File: src/rtl/countdown_controller.sv
// countdown_controller
//   Egg-timer controller: key edge detection, SEC/MIN set-up, a prescaled
//   countdown, pause/resume and a timed alarm. When the alarm ends, the
//   time that was started is reloaded.
//
// Ports
//   CLK    in   1      system clock, all logic on the rising edge
//   RST_N  in   1      synchronous active-low reset
//   KEY    in   3      debounced active-high keys:
//                      [0] clear, [1] advance/start/pause, [2] increment
//   STATE  out  3      current FSM state (RESET..SET_MIN..READY keep legacy codes)
//   SEC    out  6      seconds, 0..59
//   MIN    out  MIN_W  minutes, 0..MIN_MAX
//   TICK   out  1      one-cycle pulse on each countdown decrement
//   ALARM  out  1      high while in the ALARM state
module countdown_controller #(
    parameter int TICK_DIV  = 50000000,
    parameter int MIN_W     = 7,
    parameter int MIN_MAX   = 99,
    parameter int ALARM_CYC = 250000000
) (
    input  logic             CLK,
    input  logic             RST_N,
    input  logic [2:0]       KEY,
    output logic [2:0]       STATE,
    output logic [5:0]       SEC,
    output logic [MIN_W-1:0] MIN,
    output logic             TICK,
    output logic             ALARM
);

    localparam int PW = $clog2(TICK_DIV);
    localparam int AW = $clog2(ALARM_CYC + 1);

    localparam logic [PW-1:0]    PRESC_TOP = PW'(TICK_DIV - 1);
    localparam logic [AW-1:0]    ALARM_TOP = AW'(ALARM_CYC - 1);
    localparam logic [MIN_W-1:0] MIN_TOP   = MIN_W'(MIN_MAX);
    localparam logic [5:0]       SEC_TOP   = 6'd59;

    typedef enum logic [2:0] {
        S_RESET   = 3'd0,
        S_SET_SEC = 3'd1,
        S_SET_MIN = 3'd2,
        S_READY   = 3'd3,
        S_RUN     = 3'd4,
        S_PAUSE   = 3'd5,
        S_ALARM   = 3'd6
    } state_t;

    state_t           r_state;
    logic [2:0]       r_key_q;
    logic [5:0]       r_sec;
    logic [MIN_W-1:0] r_min;
    logic [PW-1:0]    r_presc;
    logic [AW-1:0]    r_acnt;
    logic [5:0]       r_psec;
    logic [MIN_W-1:0] r_pmin;
    logic             r_tick;
    logic             r_alarm;

    state_t           w_state_nxt;
    logic [5:0]       w_sec_nxt;
    logic [MIN_W-1:0] w_min_nxt;
    logic [PW-1:0]    w_presc_nxt;
    logic [AW-1:0]    w_acnt_nxt;
    logic [5:0]       w_psec_nxt;
    logic [MIN_W-1:0] w_pmin_nxt;
    logic             w_tick_evt;
    logic             w_tick_nxt;
    logic             w_alarm_nxt;

    logic [2:0]       w_press;
    logic             w_clear;
    logic [5:0]       w_dec_sec;
    logic [MIN_W-1:0] w_dec_min;
    logic             w_dec_zero;

    assign w_press = KEY & ~r_key_q;
    // Clear applies in every defined state except RESET; code 7 just falls back to RESET.
    assign w_clear = w_press[0] && (r_state != S_RESET) && (r_state <= S_ALARM);

    // One-second decrement; 00:00 can only follow from 00:01.
    always_comb begin
        w_dec_sec  = r_sec;
        w_dec_min  = r_min;
        w_dec_zero = 1'b0;
        if (r_sec != 6'd0) begin
            w_dec_sec  = r_sec - 6'd1;
            w_dec_zero = (r_sec == 6'd1) && (r_min == '0);
        end else begin
            w_dec_sec = SEC_TOP;
            w_dec_min = r_min - MIN_W'(1);
        end
    end

    // State register and datapath registers
    always_ff @(posedge CLK) begin
        if (!RST_N) begin
            r_state <= S_RESET;
            r_key_q <= '0;
            r_sec   <= '0;
            r_min   <= '0;
            r_presc <= '0;
            r_acnt  <= '0;
            r_psec  <= '0;
            r_pmin  <= '0;
            r_tick  <= 1'b0;
            r_alarm <= 1'b0;
        end else begin
            r_state <= w_state_nxt;
            r_key_q <= KEY;
            r_sec   <= w_sec_nxt;
            r_min   <= w_min_nxt;
            r_presc <= w_presc_nxt;
            r_acnt  <= w_acnt_nxt;
            r_psec  <= w_psec_nxt;
            r_pmin  <= w_pmin_nxt;
            r_tick  <= w_tick_nxt;
            r_alarm <= w_alarm_nxt;
        end
    end

    // Next-state and datapath update
    always_comb begin
        w_state_nxt = r_state;
        w_sec_nxt   = r_sec;
        w_min_nxt   = r_min;
        w_presc_nxt = r_presc;
        w_acnt_nxt  = r_acnt;
        w_psec_nxt  = r_psec;
        w_pmin_nxt  = r_pmin;
        w_tick_evt  = 1'b0;

        if (w_clear) begin
            w_state_nxt = S_SET_SEC;
            w_sec_nxt   = '0;
            w_min_nxt   = '0;
            w_presc_nxt = '0;
        end else begin
            case (r_state)
                S_RESET: w_state_nxt = S_SET_SEC;

                S_SET_SEC: begin
                    if (w_press[1])
                        w_state_nxt = S_SET_MIN;
                    else if (w_press[2])
                        w_sec_nxt = (r_sec == SEC_TOP) ? '0 : r_sec + 6'd1;
                end

                S_SET_MIN: begin
                    if (w_press[1])
                        w_state_nxt = S_READY;
                    else if (w_press[2])
                        w_min_nxt = (r_min == MIN_TOP) ? '0 : r_min + MIN_W'(1);
                end

                S_READY: begin
                    if (w_press[1] && ((r_sec != '0) || (r_min != '0))) begin
                        w_state_nxt = S_RUN;
                        w_psec_nxt  = r_sec;
                        w_pmin_nxt  = r_min;
                        w_presc_nxt = '0;
                    end
                end

                // The prescaler counts on the pause edge as well; it only
                // freezes while in PAUSE. A tick reaching 00:00 beats a pause.
                S_RUN: begin
                    if (r_presc == PRESC_TOP) begin
                        w_presc_nxt = '0;
                        w_tick_evt  = 1'b1;
                        w_sec_nxt   = w_dec_sec;
                        w_min_nxt   = w_dec_min;
                        if (w_dec_zero) begin
                            w_state_nxt = S_ALARM;
                            w_acnt_nxt  = '0;
                        end else if (w_press[1]) begin
                            w_state_nxt = S_PAUSE;
                        end
                    end else begin
                        w_presc_nxt = r_presc + PW'(1);
                        if (w_press[1])
                            w_state_nxt = S_PAUSE;
                    end
                end

                S_PAUSE: begin
                    if (w_press[1])
                        w_state_nxt = S_RUN;
                end

                S_ALARM: begin
                    if ((r_acnt == ALARM_TOP) || w_press[1]) begin
                        w_state_nxt = S_READY;
                        w_sec_nxt   = r_psec;
                        w_min_nxt   = r_pmin;
                    end else begin
                        w_acnt_nxt = r_acnt + AW'(1);
                    end
                end

                default: w_state_nxt = S_RESET;
            endcase
        end
    end

    // Output decode, registered alongside the state
    always_comb begin
        w_tick_nxt  = w_tick_evt;
        w_alarm_nxt = (w_state_nxt == S_ALARM);
    end

    assign STATE = r_state;
    assign SEC   = r_sec;
    assign MIN   = r_min;
    assign TICK  = r_tick;
    assign ALARM = r_alarm;

endmodule

File: config.mk
export PLATFORM = sky130hd
export DESIGN_NAME = countdown_controller
export DESIGN_NICKNAME = d
export VERILOG_FILES = /design/src/rtl/countdown_controller.sv
export SDC_FILE = /design/constraint.sdc
export NUM_CORES = 1
export LEC_CHECK = 0
export CAP_MARGIN = 20
export CORE_MARGIN = 8
export CORE_UTILIZATION = 55
export DETAILED_ROUTE_END_ITERATION = 8
export GPL_TIMING_DRIVEN = 0
export PLACE_DENSITY = 0.77
export SLEW_MARGIN = 20
export SYNTH_ARGS = -nofsm -noshare
export SYNTH_HDL_FRONTEND = slang
export SYNTH_SLANG_ARGS = --single-unit
File: constraint.sdc
create_clock -name CLK -period 2.45 [get_ports CLK]
set_input_delay 0.49 -clock CLK [delete_from_list [all_inputs] [get_ports CLK]]
set_output_delay 0.49 -clock CLK [all_outputs]
set_load 0.01 [all_outputs]
; Word level (Yosys, flattened, before mapping)
; Index checks and enable logic that the tools add are counted.
[op_classes]
n_addsub = 6
magnitude_cmp = 1
eq_ne = 22
n_mux = 33
bitwise = 5
reduce_logical = 22
[ops]
columns = op, count
row1 = $mux W28, 3
row2 = $pmux W28 S2, 1
row3 = $mux W26, 2
row4 = $pmux W26 S2, 1
row5 = $mux W7, 6
row6 = $mux W6, 6
row7 = $add A28 B1 Y28 const B, 1
row8 = $eq A28 B28 Y1 const B, 1
row9 = $mux W3, 9
row10 = $add A26 B1 Y26 const B, 1
row11 = $eq A26 B26 Y1 const B, 1
row12 = $pmux W3 S7, 1
row13 = $pmux W7 S3, 1
row14 = $ne A2 B2 Y1 const B, 10
row15 = $pmux W6 S3, 1
row16 = $eq A3 B3 Y1 const B, 4
row17 = $reduce_and A5 Y1, 2
row18 = $reduce_bool A3 Y1, 3
row19 = $add A7 B1 Y7 const B, 1
row20 = $eq A7 B7 Y1 const B, 1
row21 = $logic_not A7 Y1, 1
row22 = $reduce_bool A7 Y1, 1
row23 = $sub A7 B1 Y7 const B, 1
row24 = $add A6 B1 Y6 const B, 1
row25 = other kinds (20), 29
[totals]
regBits = 88
inputBits = 5
output_inout_bits = 18
elab_cells = 99

; Longest topological paths before layout
; Gate-level depths: netlist (run 1).
[depth]
word_depth = 8
mapped_depth = 12
mapped_depth_nobuf = 8

; Worst setup path before layout (run 1)
; OpenSTA, ideal clock, no wires.
[synth_path]
kind = register -> register
startpoint = reg r_sec[0], in the netlist SEC[0]
endpoint = reg r_acnt[23]
setup_ns = 0.070
arrival_time_ns = 2.395
setup_slack_ns = -0.015
path_stages_with_launch = 12
path_buffers = 3
synth_period_minus_slack_ns = 2.465
path_cell_list = dfxtp_1 clkbuf_1 inv_1 ha_1 nor2b_1 nand4_1 and4b_1 buf_6 o21ai_4 buf_6 or4_1 a21oi_1
[synth_between]
elab_chain_cells = 5
[synth_lines]
columns = item, line_no
row1 = from (decl), 52  ; logic [5:0] r_sec;
row2 = from (signal assigned), 112  ; r_sec <= w_sec_nxt;
row3 = $eq A6 B1 Y1, 89  ; w_dec_zero = (r_sec == 6'd1) && (r_min == '0);
row4 = $logic_and A1 B1 Y1, 89
row5 = $mux W1 (*), 87  ; if (r_sec != 6'd0) begin
row6 = $ne A2 B2 Y1 (no line) (*), -
row7 = $reduce_and A5 Y1 (no line) (*), -
row8 = to (signal assigned), 115  ; r_acnt <= w_acnt_nxt;
row9 = to (decl), 55  ; logic [AW-1:0] r_acnt;
; Mark *: on every way between the ends. The rest lies on a longest branch, timed or not.
; A chain may end at the register's enable or synchronous reset.

; Final worst setup path (run 1)
[layout_path]
startpoint = reg r_presc[11]
endpoint = reg r_acnt[24]
[layout_between]
elab_chain_cells = 3
[layout_lines]
columns = item, line_no
row1 = from (decl), 54  ; logic [PW-1:0] r_presc;
row2 = from (signal assigned), 114  ; r_presc <= w_presc_nxt;
row3 = $eq A26 B26 Y1, 169  ; if (r_presc == PRESC_TOP) begin
row4 = $ne A2 B2 Y1 (no line), -
row5 = $reduce_and A5 Y1 (no line), -
; No other way between the ends.

==> impl_results.md, run 1 <==
- Worst Hold Class: flop to flop
- Sequential fraction of design power: 0.558
- Die Wd: 110 um
- EDFF count, synth: 0
- Mux share of post-synthesis cell area: 0.0307
- Port Buf Inserts: 22
- IR drop worst, VDD: 331 uV
- Pin count of the biggest net entering global routing: 16
- Area grow syn2layout: 20.4%
- CP arrival: approximately 2.8 ns
- Normalized max-slew margin: 0.598
- Via total after detailed routing: 5130
- Max Fclk: 0.407 GHz
- #FFs+latches synth: 88
- Asr flop ratio synth: 0
- FILL cells: 750
- Post-route setup slack: -0.00473 ns
- Fin util: 0.679
- Antenna Cells: 0
- DIE HEIGHT: 110 um
- Synth Area in Compound Gates: 0.253
- DRT Wirelength: roughly 14000 um
- Min Tclk post-route: around 2.5 ns
- DR pass1 iterations: 6
- Global-route wire length before repair: ~23000 um
- Yosys warning count: 0
- Routability cong.: 0.932
- Post-synthesis simple-gate area fraction: 0.271
- Avg WL per Cell: 18.3 um
- Synth Area in Adders: 0.0230
- Initial antenna violation count: 0
- CP Capture Type: flop
- Clock slew at reported path FFs: roughly 0.090 ns
- RSZ-0062 raised after global routing: yes
- Synth area leader: dfxtp_1
- Avg Vias per Cell: 6.55
- Detailed Place HPWL: 9460 um
- Outcome: finished, violations left
- Switching power: 0.713 mW
- Power Dens Cells: 439 nW/um2
- I/O pin count: 23
- Worst slack at placement: -0.735 ns
- Ys flop type: dfxtp_1
- GRT Total Usage: 0.234
- Die area: 12200 um2
- P_int: 1.88 mW
- Part of the power in combinational logic: 0.081
- Syn nets: roughly 630
- Vias in the first global route: 4659
- Final Max Tran Viols: 0
- CTS sink cnt: 88
- Failing checks: setup timing
- Cell count after synthesis: slightly above 600
- DR iter-0 viols: between 300 and 400
- Register area share after synthesis: 0.360
- CTS tree: done
- DRC: 0
- Maximum root-to-sink buffer count: 2
- Largest family of logic cells by synthesized area: simple AND/OR/NAND/NOR gates
- Req. time, crit path: 2.76 ns
- CTS Root Cell: clkbuf_8
- Core Rows: 34
- Synth area leaders: dfxtp_1, a21oi_1, nor2_1
- Synth unique cells: 62
- Global route total overflow: 0
- Crit-path max FO: 6
- Share of cells above drive strength 1: 0.164
- Synth Area in XOR/XNOR: 0.0179
- Switching share of power: 0.275
- Clk network pwr share: 0.361
- Syn avg cell area: 8.00 um2
- Crit share post-route: 1.00
- Clock Latency Late Sink: 0.37 ns
- Crit path launch type: flop
- Crit Path Category: flop to flop
- Nets: 684
- Starting Density: 0.564
- Static Leak: 2.17 nW
- Core area: 8680 um2
- Hold Vio Cnt, Final: 0
- Final ANT Viol Nets: 0
- Final setup fails: 1
- Yosys top cell area share: 0.360
- Max_cap viols: 0
- Worst clock skew: 0.00995 ns
- H-Tree Depth: 3
- Synthesized area: 4900 um2
- Least-Margin Pin Slew: about 0.59 ns
- Total CTS buffers: 9
area by class of cell:
| cell class | instances | area [um2] | share of cell area |
|---|---|---|---|
| buffer | 34 | 195 | 0.0331 |
| multi-input combinational | 474 | 3120 | 0.528 |
| clock buffer | 9 | 124 | 0.0210 |
| tap | 108 | 135 | 0.0229 |
| clock inverter | 7 | 46.3 | 0.00785 |
| timing repair buffer | 51 | 450 | 0.0764 |
| sequential | 88 | 1790 | 0.303 |
| inverter | 12 | 45.0 | 0.00764 |
cells in the mapped netlist (all sizes together), types with 2 or more instances:
cell and number:
nor2b 4, and3 18, a21oi 61, clkbuf 28, and4 7, nand3b 3, nand4b 5, a22oi 3
nor2 63, a32o 3, or3 12, o21ai 35, o31ai 13, dfxtp 88, mux2i 15, nand3 28
xor2 8, a32oi 2, nor4b 3, buf 11, a41oi 3, and2 5, a31oi 14, o211a 3
o21a 5, a221oi 2, or4 12, or2 2, a211oi 8, nor3 13, xnor2 2, nand4 7
a21o 5, nand2 47, ha 9, o211ai 11, o2111ai 3, nor4 7, nand2b 7, a311oi 10
inv 11
power groups by stage:
stage	logic (mW)	registers, mW	clock network [mW]
after global placement	0.179	1.48	0
after global routing	0.225	1.45	1.02
after CTS	0.194	1.44	0.944
final	0.210	1.44	0.936
after detailed placement	0.181	1.48	0
after floorplan	0.116	1.48	0
stage by stage:
stage / instances / power, mW / setup TNS [ns] / hold slack (ns) / instance area (um2)
2_1_floorplan: 612 / 1.60 / 0 / 0.439 / 4900
3_3_place_gp: 742 / 1.66 / -36.71 / 0.449 / 5250
3_5_place_dp: 742 / 1.66 / -36.77 / 0.463 / 5250
4_1_cts: 771 / 2.58 / -0.519 / 0.479 / 5670
5_1_grt: 783 / 2.69 / -0.189 / 0.511 / 5900
6_report: 783 / 2.59 / -0.00473 / 0.480 / 5900
state kept, by name, summed over array words and instances, names as in the netlist:
signal   flops
SEC          6
r_presc     26
STATE        3
r_acnt      28
r_psec       6
r_pmin       7
MIN          7
ALARM        1
TICK         1
r_key_q      3
critical path, stage by stage, from the launching register on:
cell	delay, ns
dfxtp_4	0.37
or4b_4	0.55
nor4_4	0.19
and4b_1	0.25
buf_6	0.13
o21ai_4	0.10
buf_6	0.16
or4_1	0.51
a21oi_1	0.13
layout by cell type (no fill, tap or decap), types with 7 or more instances in the layout:
master           instances
or4_1                   10
ha_1                     7
inv_1                   11
clkbuf_8                10
nand4_1                  7
a21oi_1                 58
a31oi_1                 14
a211oi_1                 7
clkbuf_1                12
or3_1                   12
clkdlybuf4s50_1         22
buf_6                    8
dfxtp_1                 79
nand3_1                 27
o211ai_1                11
nor3_1                  11
a311oi_1                10
o31ai_1                 13
nand2b_1                 7
clkbuf_2                10
o21ai_0                 32
nand2_1                 44
mux2i_1                 15
and3_1                  18
nor2_1                  60
buf_4                   25
xor2_1                   8
path summary, 6_finish.rpt:
path,slack [ns],endpoint,cells past startpoint,start
worst min-delay path,0.48,r_acnt[1],2,r_acnt[1]
worst max-delay path,-0.005,r_acnt[24],8,r_presc[11]
worst min register to register,0.48,r_acnt[1],2,r_acnt[1]
worst max register to register,-0.005,r_acnt[24],8,r_presc[11]
metal layers:
layer,vias to the layer above,GRT usage,share of wire
li1,2419,-,-
met4,0,0.0904,0.025
met5,-,0,0
met1,2430,0.294,0.41
met3,36,0.0547,0.079
met2,245,0.380,0.49
repair_timing:
item                       CTS  global route
setup endpoints to repair   78            69
pin swaps                   23            16
resized for setup           42            48
cloned                       2             0
setup buffers               13            15
hold buffers                 0             0
cells by family after synthesis:
kind of cell	after synthesis
buffers and inverters	51
muxes	15
adders and majority gates	9
AOI/OAI and AO/OA	190
DFF	88
and+or+nand+nor	249
xor gates and xnor gates	10
(Power assumes the default switching activity.)
==> run 2, diff against run 1 <==
--- a/config.mk
+++ b/config.mk
@@ -12,5 +12,6 @@
 export GPL_TIMING_DRIVEN = 0
 export PLACE_DENSITY = 0.77
-export SLEW_MARGIN = 20
+export SKIP_CTS_REPAIR_TIMING = 1
+export SLEW_MARGIN = 5
 export SYNTH_ARGS = -nofsm -noshare
 export SYNTH_HDL_FRONTEND = slang
==> constraint.sdc (replaced) <==
create_clock -name CLK -period 2.45 [get_ports CLK]
set_input_delay 0.3675 -clock CLK [delete_from_list [all_inputs] [get_ports CLK]]
set_output_delay 0.3675 -clock CLK [all_outputs]
set_load 0.01 [all_outputs]
==> run 2 against run 1 <==
Against the previous run:
- the run still ends with setup timing left
- first-iteration DRC count is 20% higher
- setup slack worse by 0.14 ns
- via count is 1.8% lower
- count of clock-buffer cells in the layout unchanged
- die area unchanged
- register-to-register slack got worse by 0.14 ns
- routed wire length down 3.0%
- critical path type unchanged
- design area shrank 2.4%
- highest routed layer unchanged
- combinational power shrank 4%
- sequential cell count stayed put
- global-route usage decreased by 0.91 points
==> impl_results.md, run 2 (synthesized netlist as in run 1, its figures left out) <==
- Outcome: finished, violations left
- Failing checks: setup timing
- CP arrival: 2.89 ns (+0.13 ns)
- Pin count of the biggest net entering global routing: 16 (unchanged)
- Global-route wire length before repair: 22000 um (-3.2%)
- Least-Margin Pin Slew: 0.617 ns (+0.0232 ns)
- Core area: 8680 um2 (unchanged)
- Die Wd: 110 um (unchanged)
- Nets: 672 (-1.8%)
- Reg-to-reg endpoint: r_acnt[1]
- Setup TNS: -1.77 ns (-1.77 ns)
- Clock slew at reported path FFs: 0.09 ns (about the same)
- Reg2reg start: r_presc[10]
- Largest Register: r_acnt
- Core Rows: 34 (unchanged)
- Worst min-delay path endpoint: r_acnt[1]
- CP Capture Type: flop
- Maximum root-to-sink buffer count: 2 (unchanged)
- Post-route setup slack: -0.147 ns (-0.142 ns)
- Commonest non-fill, non-tap cells in the layout: dfxtp_1, nor2_1, a21oi_1, nand2_1, o21ai_0
- Worst Hold Class: flop to flop
- I/O pin count: 23 (unchanged)
- Max Fclk: 0.385 GHz (-5.5%)
- Antenna Cells: 0 (unchanged)
- DRC: 0 (unchanged)
- Crit-path max FO: 6 (unchanged)
- Req. time, crit path: 2.75 ns (about the same)
- DR pass1 iterations: 5 (-1)
- Pwr Total: 2.58 mW (-0.27%)
- Most common cell after layout, fill and taps aside: dfxtp_1
- Setup slack, reg-to-reg: -0.15 ns (-0.14 ns)
- Worst R2R Path Depth: 9 (+1)
- Worst clock skew: 0.00696 ns (-0.00300 ns)
- CTS sink cnt: 88 (unchanged)
- Avg WL per Cell: 18.0 um (-1.5%)
- Static Leak: 2.09 nW (-3.5%)
- Share of cells above drive strength 1: 0.140 (-0.0242)
- Max_cap viols: 0 (unchanged)
- CTS Root Cell: clkbuf_8
- Largest registers: r_acnt x28, r_presc x26
- Worst slack at placement: -0.613 ns (+0.123 ns)
- Min Tclk post-route: 2.60 ns (+0.142 ns)
- Power Dens Cells: 449 nW/um2 (+2.1%)
- Placed insts: 742 (unchanged)
- Final Instance Area: 5760 um2 (-2.4%)
- Global route total overflow: 0 (unchanged)
- Final Max Tran Viols: 0 (unchanged)
- Die area: 12200 um2 (unchanged)
- Crit share post-route: 1.06 (+0.0580)
- Area grow syn2layout: 17.6%
- DIE HEIGHT: 110 um (unchanged)
- Fin util: 0.663 (-0.0160)
- Final setup fails: 21 (+20)
- RSZ-0062 raised after global routing: yes
- Final ANT Viol Nets: 0 (unchanged)
- FILL cells: 752 (+0.27%)
- Initial antenna violation count: 0 (unchanged)
- Crit Path Category: flop to flop
- Starting Density: 0.564 (unchanged)
- H-Tree Depth: 3 (unchanged)
- DRT Wirelength: 13900 um (-3.0%)
- Crit path launch type: flop
- Hold Vio Cnt, Final: 0 (unchanged)
- Largest register FFs: 28 (unchanged)
- Critical Path Start: r_presc[10]
- Via total after detailed routing: 5037 (-1.8%)
- Vias in the first global route: 4520 (-3.0%)
- GRT Total Usage: 0.225 (-0.00906)
- DR iter-0 viols: 390 (+20%)
- Avg Vias per Cell: 6.53 (-0.28%)
- CTS tree: done
- HP Start: r_acnt[1]
- IR drop worst, VDD: 329 uV (-0.81%)
- Placed cell area: 5250 um2 (unchanged)
- Worst Hold Slack: 0.477 ns (-0.00257 ns)
- Normalized max-slew margin: 0.583 (-0.0157)
- Hold path cells: 2 (unchanged)
- Port Buf Inserts: 22 (unchanged)
- Fin cells: 771 (-1.5%)
- Routability cong.: 0.932 (unchanged)
- Detailed Place HPWL: 9460 um (unchanged)
- Total CTS buffers: 9 (unchanged)
- Clock Latency Late Sink: 0.37 ns (about the same)
[run 2: changes by cell type in the layout (fill, tap and decap cells not counted), sizes merged]
cell / delta
clkbuf: +1
buf: -13
[run 2: worst max path at each step]
stage | to | depth (start not counted) | slack [ns]
after floorplan | r_acnt[23] | 9 | 0.0002
after global placement | r_presc[3] | 7 | -0.58
after detailed placement | r_presc[19] | 7 | -0.61
after CTS | r_presc[19] | 8 | -0.50
after global routing | r_acnt[1] | 9 | -0.24
final | r_acnt[1] | 9 | -0.15
[run 2: power breakdown]
part	total [mW]	internal, mW	switching, mW
Sequential	1.44	1.44	0.00828
Combinational	0.201	0.0683	0.133
Clock	0.937	0.369	0.568
Total	2.58	1.87	0.710
[run 2: critical path, stage by stage (launching register included)]
cell and delay, ns:
dfxtp_2 0.36, or4b_4 0.56, nor4_4 0.39, and4b_1 0.26, buf_6 0.14, o21ai_4 0.08, buf_6 0.16, buf_4 0.13
or3_1 0.30, a21oi_1 0.13
[run 2: cell type report]
class                   count  area (um2)  share of cell area
multi-input cells         474        3110               0.540
flip-flops and latches     88        1770               0.308
repair buffers             36         323              0.0561
plain buffers              37         201              0.0350
well taps                 108         135              0.0235
clock buffers               9         124              0.0215
clock inverters             7        46.3             0.00804
inverters                  12        45.0             0.00782
[run 2: per-layer routing]
layer,share of wire,GRT usage
met1,0.43,0.286
met5,0,0
met3,0.073,0.0547
met2,0.48,0.365
met4,0.018,0.0733
